### src/rtl/cover_gen_pkg.sv
// Shared types and constants for the cover generator.
// The optional checker is enabled with the COVER_GEN_CHECK_EN macro.
package cover_gen_pkg;

    localparam int COVER_WIDTH = 6;
    localparam logic [COVER_WIDTH-1:0] ALL_ONES = {COVER_WIDTH{1'b1}};

    typedef enum logic {
        IDLE = 1'b0,
        EMIT = 1'b1
    } state_t;

endpackage

### src/rtl/cover_check.sv
// Combinational cover test: ok is high when value contains every bit of mask.
// Instantiated by cover_generator only when COVER_GEN_CHECK_EN is defined.
module cover_check
    import cover_gen_pkg::*;
#(
    parameter int WIDTH = COVER_WIDTH
) (
    input  logic [WIDTH-1:0] mask,
    input  logic [WIDTH-1:0] value,
    output logic             ok
);

    assign ok = &(~mask | value);

endmodule

### src/rtl/cover_generator.sv
// Enumerates every superset of a latched mask in ascending order over a valid/ready port.
// Defining COVER_GEN_CHECK_EN adds a sticky cover_err output fed by cover_check.
module cover_generator
    import cover_gen_pkg::*;
#(
    parameter int WIDTH = COVER_WIDTH
) (
    input  logic             clk,
    input  logic             reset,
    input  logic             start,
    input  logic [WIDTH-1:0] ain,
    output logic             busy,
    output logic             out_valid,
    input  logic             out_ready,
    output logic [WIDTH-1:0] bin,
    output logic             last,
    output logic [WIDTH:0]   count,
    output logic             done
`ifdef COVER_GEN_CHECK_EN
    ,
    output logic             cover_err
`endif
);

    localparam logic [WIDTH-1:0] ONES_C    = {WIDTH{1'b1}};
    localparam logic [WIDTH-1:0] INC_C     = {{(WIDTH-1){1'b0}}, 1'b1};
    localparam logic [WIDTH:0]   CNT_INC_C = {{WIDTH{1'b0}}, 1'b1};

    state_t           state_q, state_d;
    logic [WIDTH-1:0] mask_q, mask_d;
    logic [WIDTH-1:0] bin_q, bin_d;
    logic             last_q, last_d;
    logic [WIDTH:0]   count_q, count_d;
    logic             valid_q, valid_d;
    logic             busy_q, busy_d;
    logic             done_q, done_d;
    logic [WIDTH-1:0] next_val_s;
    logic             hs_s;

    assign hs_s = valid_q & out_ready;
    // Forcing the mask bits after the increment skips every non-superset in one step.
    assign next_val_s = (bin_q + INC_C) | mask_q;

    // Next-state and registered-output decode.
    always_comb begin
        state_d = state_q;
        mask_d  = mask_q;
        bin_d   = bin_q;
        last_d  = last_q;
        count_d = count_q;
        valid_d = valid_q;
        busy_d  = busy_q;
        done_d  = 1'b0;
        case (state_q)
            IDLE: begin
                if (start) begin
                    state_d = EMIT;
                    mask_d  = ain;
                    bin_d   = ain;
                    last_d  = (ain == ONES_C);
                    count_d = {(WIDTH+1){1'b0}};
                    valid_d = 1'b1;
                    busy_d  = 1'b1;
                end else begin
                    valid_d = 1'b0;
                    last_d  = 1'b0;
                    busy_d  = 1'b0;
                end
            end
            EMIT: begin
                if (hs_s) begin
                    count_d = count_q + CNT_INC_C;
                    if (last_q) begin
                        state_d = IDLE;
                        done_d  = 1'b1;
                        valid_d = 1'b0;
                        busy_d  = 1'b0;
                        last_d  = 1'b0;
                    end else begin
                        bin_d  = next_val_s;
                        last_d = (next_val_s == ONES_C);
                    end
                end else begin
                    valid_d = 1'b1;
                end
            end
            default: begin
                state_d = IDLE;
                valid_d = 1'b0;
                busy_d  = 1'b0;
                last_d  = 1'b0;
            end
        endcase
    end

    // State and output registers.
    always_ff @(posedge clk) begin
        if (reset) begin
            state_q <= IDLE;
            mask_q  <= {WIDTH{1'b0}};
            bin_q   <= {WIDTH{1'b0}};
            last_q  <= 1'b0;
            count_q <= {(WIDTH+1){1'b0}};
            valid_q <= 1'b0;
            busy_q  <= 1'b0;
            done_q  <= 1'b0;
        end else begin
            state_q <= state_d;
            mask_q  <= mask_d;
            bin_q   <= bin_d;
            last_q  <= last_d;
            count_q <= count_d;
            valid_q <= valid_d;
            busy_q  <= busy_d;
            done_q  <= done_d;
        end
    end

    assign busy      = busy_q;
    assign out_valid = valid_q;
    assign bin       = bin_q;
    assign last      = last_q;
    assign count     = count_q;
    assign done      = done_q;

`ifdef COVER_GEN_CHECK_EN
    logic             ok_s;
    logic             err_q;
    logic             have_prev_q;
    logic [WIDTH-1:0] prev_q;

    cover_check #(.WIDTH(WIDTH)) u_cover_check (
        .mask  (mask_q),
        .value (bin_q),
        .ok    (ok_s)
    );

    // Sticky error: non-cover or non-increasing value seen on a handshake.
    always_ff @(posedge clk) begin
        if (reset) begin
            err_q       <= 1'b0;
            have_prev_q <= 1'b0;
            prev_q      <= {WIDTH{1'b0}};
        end else if ((state_q == IDLE) && start) begin
            err_q       <= 1'b0;
            have_prev_q <= 1'b0;
        end else if (hs_s) begin
            if (!ok_s || (have_prev_q && (bin_q <= prev_q))) begin
                err_q <= 1'b1;
            end
            prev_q      <= bin_q;
            have_prev_q <= 1'b1;
        end
    end

    assign cover_err = err_q;
`endif

endmodule

### config.mk
export PLATFORM = sky130hd
export DESIGN_NAME = cover_generator
export DESIGN_NICKNAME = d
export VERILOG_FILES = /design/src/rtl/cover_gen_pkg.sv /design/src/rtl/cover_check.sv /design/src/rtl/cover_generator.sv
export SDC_FILE = /design/constraint.sdc
export NUM_CORES = 1
export LEC_CHECK = 0
export CAP_MARGIN = 20
export CORE_MARGIN = 5
export CORE_UTILIZATION = 40
export CTS_CLUSTER_SIZE = 24
export DETAILED_ROUTE_END_ITERATION = 8
export PLACE_DENSITY = 0.63
export RECOVER_POWER = 25
export SKIP_LAST_GASP = 1
export SLEW_MARGIN = 20
export SYNTH_ARGS = -nofsm -noshare
export SYNTH_HDL_FRONTEND = slang
export SYNTH_SLANG_ARGS = --single-unit
### constraint.sdc
create_clock -name clk -period 1.7 [get_ports clk]
set_input_delay 0.34 -clock clk [delete_from_list [all_inputs] [get_ports clk]]
set_output_delay 0.34 -clock clk [all_outputs]
set_load 0.005 [all_outputs]
; Yosys cells after proc, flatten, opt, wreduce, memory -nomap -nowiden
; Cells that the tools add are included.
[word_totals]
elab_cells = 47
ff_bits = 24
out_inout_bits = 17
input_bits = 10
[classes]
bitwise = 4
n_reduce_logical = 5
n_addsub = 2
n_eq_ne = 7
n_mux = 21
[ops]
columns = operator, n
row1 = $mux 6, 3
row2 = $mux 7, 2
row3 = $pmux 7 s2, 1
row4 = $eq 6x6->1 const B, 2
row5 = $pmux 6 s2, 1
row6 = $mux 1, 10
row7 = $pmux 1 s2, 4
row8 = $add 7x1->7 const B, 1
row9 = $add 6x1->6 const B, 1
row10 = $or 6x6->6, 1
row11 = $reduce_and 2->1, 3
row12 = $ne 2x1->1 const B, 2
row13 = $ne 2x2->1 const B, 2
row14 = $ne 3x3->1 const B, 1
row15 = $reduce_and 3->1, 1
row16 = $reduce_or 3->1, 1
row17 = $not 1->1, 2
row18 = $and 1x1->1, 1

; Logic depth before layout (Yosys ltp)
[depth]
depth_word = 6
ltp_mapped = 6
ltp_nobuf = 5

; Least setup slack after synthesis
; No wires, ideal clock.
[synth_path]
kind = flip-flop to flip-flop
from = reg count_q[0] (netlist: count[0])
to = reg count_q[6] (netlist: count[6])
path_slack_ns = 0.288
t_arrival_ns = 1.341
path_stages_with_launch = 5
path_buffers = 0
setup_time_ns = 0.071
synth_period_minus_slack_ns = 1.412
cell_sequence = dfxtp_1 > ha_1 > nand4_1 > or4_1 > a21oi_1
[synth_between]
elab_chain_cells = 3
[synth_rtl]
columns = element, line
row1 = "start, declared", cover_generator.sv:33  ; logic [WIDTH:0] count_q, count_d;
row2 = "start signal, assigned", cover_generator.sv:103  ; count_q <= {(WIDTH+1){1'b0}};
row3 = "start signal, assigned", cover_generator.sv:112  ; count_q <= count_d;
row4 = $add 7x1->7, cover_generator.sv:72  ; count_d = count_q + CNT_INC_C;
row5 = $mux 7, cover_generator.sv:71  ; if (hs_s) begin
row6 = $pmux 7 s2, cover_generator.sv:54  ; case (state_q)
; No other way between the ends. The select of a mux whose other input is x is not followed.
; A chain may end at the register's enable or synchronous reset.

; Final worst setup path
[layout_path]
from = reg bin_q[0] (netlist: bin[0])
to = out bin[0]
[layout_rtl]
columns = element, line
row1 = "start, declared", cover_generator.sv:31  ; logic [WIDTH-1:0] bin_q, bin_d;
row2 = "start signal, assigned", cover_generator.sv:101  ; bin_q <= {WIDTH{1'b0}};
row3 = "start signal, assigned", cover_generator.sv:110  ; bin_q <= bin_d;
row4 = "end, declared", cover_generator.sv:15  ; output logic [WIDTH-1:0] bin,
; No word-level cell between the ends.

==> out/results.ini <==
[detailed_routing]
drt_wl_total_mm=2.85
drc_errors=0
wl_per_cell_um=13.5
drtPass1Iterations=4
initialDrtViolationCount=57
num_vias=1154
ant_nets=0
post_drt_via_cell_ratio=5.47

[placement]
place_ws_ps=-164
gp_congestion=0.808
port_buffers=26
dp_hpwl_mm=2.23

[global_route]
grt_first_pass_wirelength_mm=5.04
grt_usage_pct=15.2
grt_max_degree=13
antenna_found_initial=0
grt_pass1_vias=1106
grt_overflow=0

[timing]
skew_ps=2.56
drv_slew=0
whs_ps=465
setup_ws_ps=74.3
period_minus_slack_ps=1630
min_period_over_period_pct=95.6
fin_setup_tns_ps=0
setup_viol=0
rsz0062_at_grt=no
hold_viol_final=0
slew_headroom_pct=71.0
clock.fmax_mhz=615
tightest_slew_ps=435

[pwr]
total_power_mw=1.19
p_leak_nw=0.607
ir_drop_uv=374
pwr_density_cell_mw_per_mm2=733

[floorplanning]
core-area_sq_mm=0.00281
rows=19
die-area_sq_mm=0.00417
io-pin-count=27
die_h_um=64.6
die_w_um=64.6
initial_core_util_pct=42.5

[setup_path]
endpoint_kind=output port
crit_family=buffers and inverters
required_ps=1360
crit_path_start_kind=flip-flop
slowest_stage=clkdlybuf4s50_1
worst-path-buf-inv=1
critPathArrivalTime_ps=1290
critical_path.max_stage_delay_ps=540
cp_cell_sequence=clkdlybuf4s50_1
crit_fanout=6
crit_type=flip-flop to output port

[final_layout]
antenna_cells=0
fin_nets=194
utilization_pct=57.6
drive_above_1_share_pct=19.4
synthToLayoutAreaGrowth_pct=35.6

[run]
drv_cap=0

[clocking]
tritoncts=yes
numCtsBuffers=3
clockBufferDepth=2
clock_latency_ps=300
cts_sinks=24
path_clk_slew_ps=120
root_buffer=clkbuf_4
cts_max_level=1

[synthesis]
synth-seq-cells=24
synthCells=140
yosys_warnings=0
synth.cell_area_sq_mm=0.00119
synth_cell_types=39
ys_seq_area_share_pct=40.3
syn_nets=152
postSynthAreaPerCell_sq_um=8.52

[worst_hold_path]
hp-class=flip-flop to flip-flop

[outcome]
status=finished, final reports clean

==> final cells by class <==
type	count	area (sq um)
Fill cell	269	1190
Multi-Input combinational cell	107	666
Sequential cell	24	487
Timing Repair Buffer	46	403
Tap cell	31	38.8
Clock buffer	3	22.5
==> per-layer routing <==
| metal | vias to the layer above | track usage, % | routed length, um |
|---|---|---|---|
| met3 | 4 | 2.59 | 104 |
| met2 | 23 | 22.7 | 1300 |
| met5 | - | 0 | 0 |
| met1 | 535 | 21.5 | 1410 |
| li1 | 592 | - | - |
| met4 | 0 | 6.33 | 34 |
==> registers in the layout, indices dropped and copies added, names as in the netlist <==
signal,count
count,7
mask_q,6
bin,6
out_valid,1
last,1
busy,1
state_q,1
done,1
==> logic make-up after synthesis <==
family / Yosys count / share of synthesized area (%)
DFF: 24 / 40.3
AOI/OAI and AO/OA: 38 / 21.8
adders and majority gates: 2 / 2.10
and+or+nand+nor: 60 / 26.0
buffers and inverters: 9 / 3.88
xor gates and xnor gates: 1 / 0.735
muxes: 6 / 5.14
==> cells in the mapped netlist <==
master | count | area [sq um]
a211oi_1 | 2 | 15.0
a21bo_2 | 1 | 10.0
a21o_1 | 1 | 7.51
a21oi_1 | 16 | 80.1
a31o_2 | 2 | 17.5
a31oi_1 | 3 | 18.8
a41oi_1 | 1 | 8.76
and4_1 | 1 | 8.76
and4b_1 | 1 | 10.0
buf_2 | 4 | 20.0
buf_6 | 1 | 11.3
clkbuf_1 | 4 | 15.0
dfxtp_1 | 24 | 480
ha_1 | 2 | 25.0
mux2_2 | 1 | 11.3
mux2i_1 | 5 | 50.1
nand2_1 | 19 | 71.3
nand2b_1 | 6 | 37.5
nand3_1 | 3 | 15.0
nand3_2 | 1 | 10.0
nand4_1 | 4 | 25.0
nand4b_1 | 1 | 8.76
nor2_1 | 14 | 52.6
nor2b_1 | 2 | 12.5
nor3_1 | 2 | 10.0
nor3b_1 | 2 | 15.0
nor4_2 | 1 | 12.5
o211ai_1 | 1 | 7.51
o21a_1 | 1 | 7.51
o21ai_0 | 2 | 10.0
o21ai_2 | 1 | 8.76
o21ba_2 | 1 | 10.0
o21bai_1 | 1 | 7.51
o22ai_1 | 2 | 12.5
o311ai_0 | 2 | 17.5
o31ai_4 | 1 | 21.3
or3_1 | 1 | 6.26
or4_1 | 2 | 15.0
xnor2_1 | 1 | 8.76
==> cells in the final DEF, fill, tap and decap left out, drive strengths merged, types with 2 or more instances in the layout <==
master	netlist	final
o21ai	3	3
nand3	4	4
nor2b	2	2
nor2	14	14
clkdlybuf4s50	0	25
clkbuf	4	5
o311ai	2	2
buf	5	18
o22ai	2	2
a31oi	3	3
nand2b	6	6
nor3b	2	2
dfxtp	24	24
nor3	2	2
nand4	4	4
ha	2	2
mux2i	5	5
a31o	2	2
a21oi	16	16
a211oi	2	2
or4	2	2
nand2	19	19
==> report_power, final <==
part	switching (mW)	leakage (nW)	internal (mW)	total, mW
clock	0.157	0.0138	0.0826	0.239
sequential	0.0413	0.198	0.600	0.641
combinational	0.137	0.395	0.168	0.305
total	0.335	0.607	0.851	1.19
==> path summary, 6_finish.rpt <==
| kind | start | to | slack, ps | depth (start not counted) |
|---|---|---|---|---|
| max | bin[0]$_SDFFE_PP0P_ | bin[0] | 70 | 1 |
| min | mask_q[1]$_SDFFE_PP0P_ | mask_q[1]$_SDFFE_PP0P_ | 460 | 2 |
| max reg2reg | count[0]$_SDFFE_PP0P_ | count[6]$_SDFFE_PP0P_ | 180 | 4 |
| min reg2reg | mask_q[1]$_SDFFE_PP0P_ | mask_q[1]$_SDFFE_PP0P_ | 460 | 2 |
==> through the flow <==
step	instances	cell area [sq um]
CTS	211	1620
finish	211	1620
detailed placement	208	1600
floorplan	140	1190
global route	211	1620
global placement	208	1600
==> what timing repair did <==
item | in CTS | in global routing
resized for setup | 0 | 5
endpoints found under the setup margin | 0 | 5
hold buffers | 0 | 0
setup buffers | 0 | 0
No activity file was read; power rests on OpenSTA's default activity.
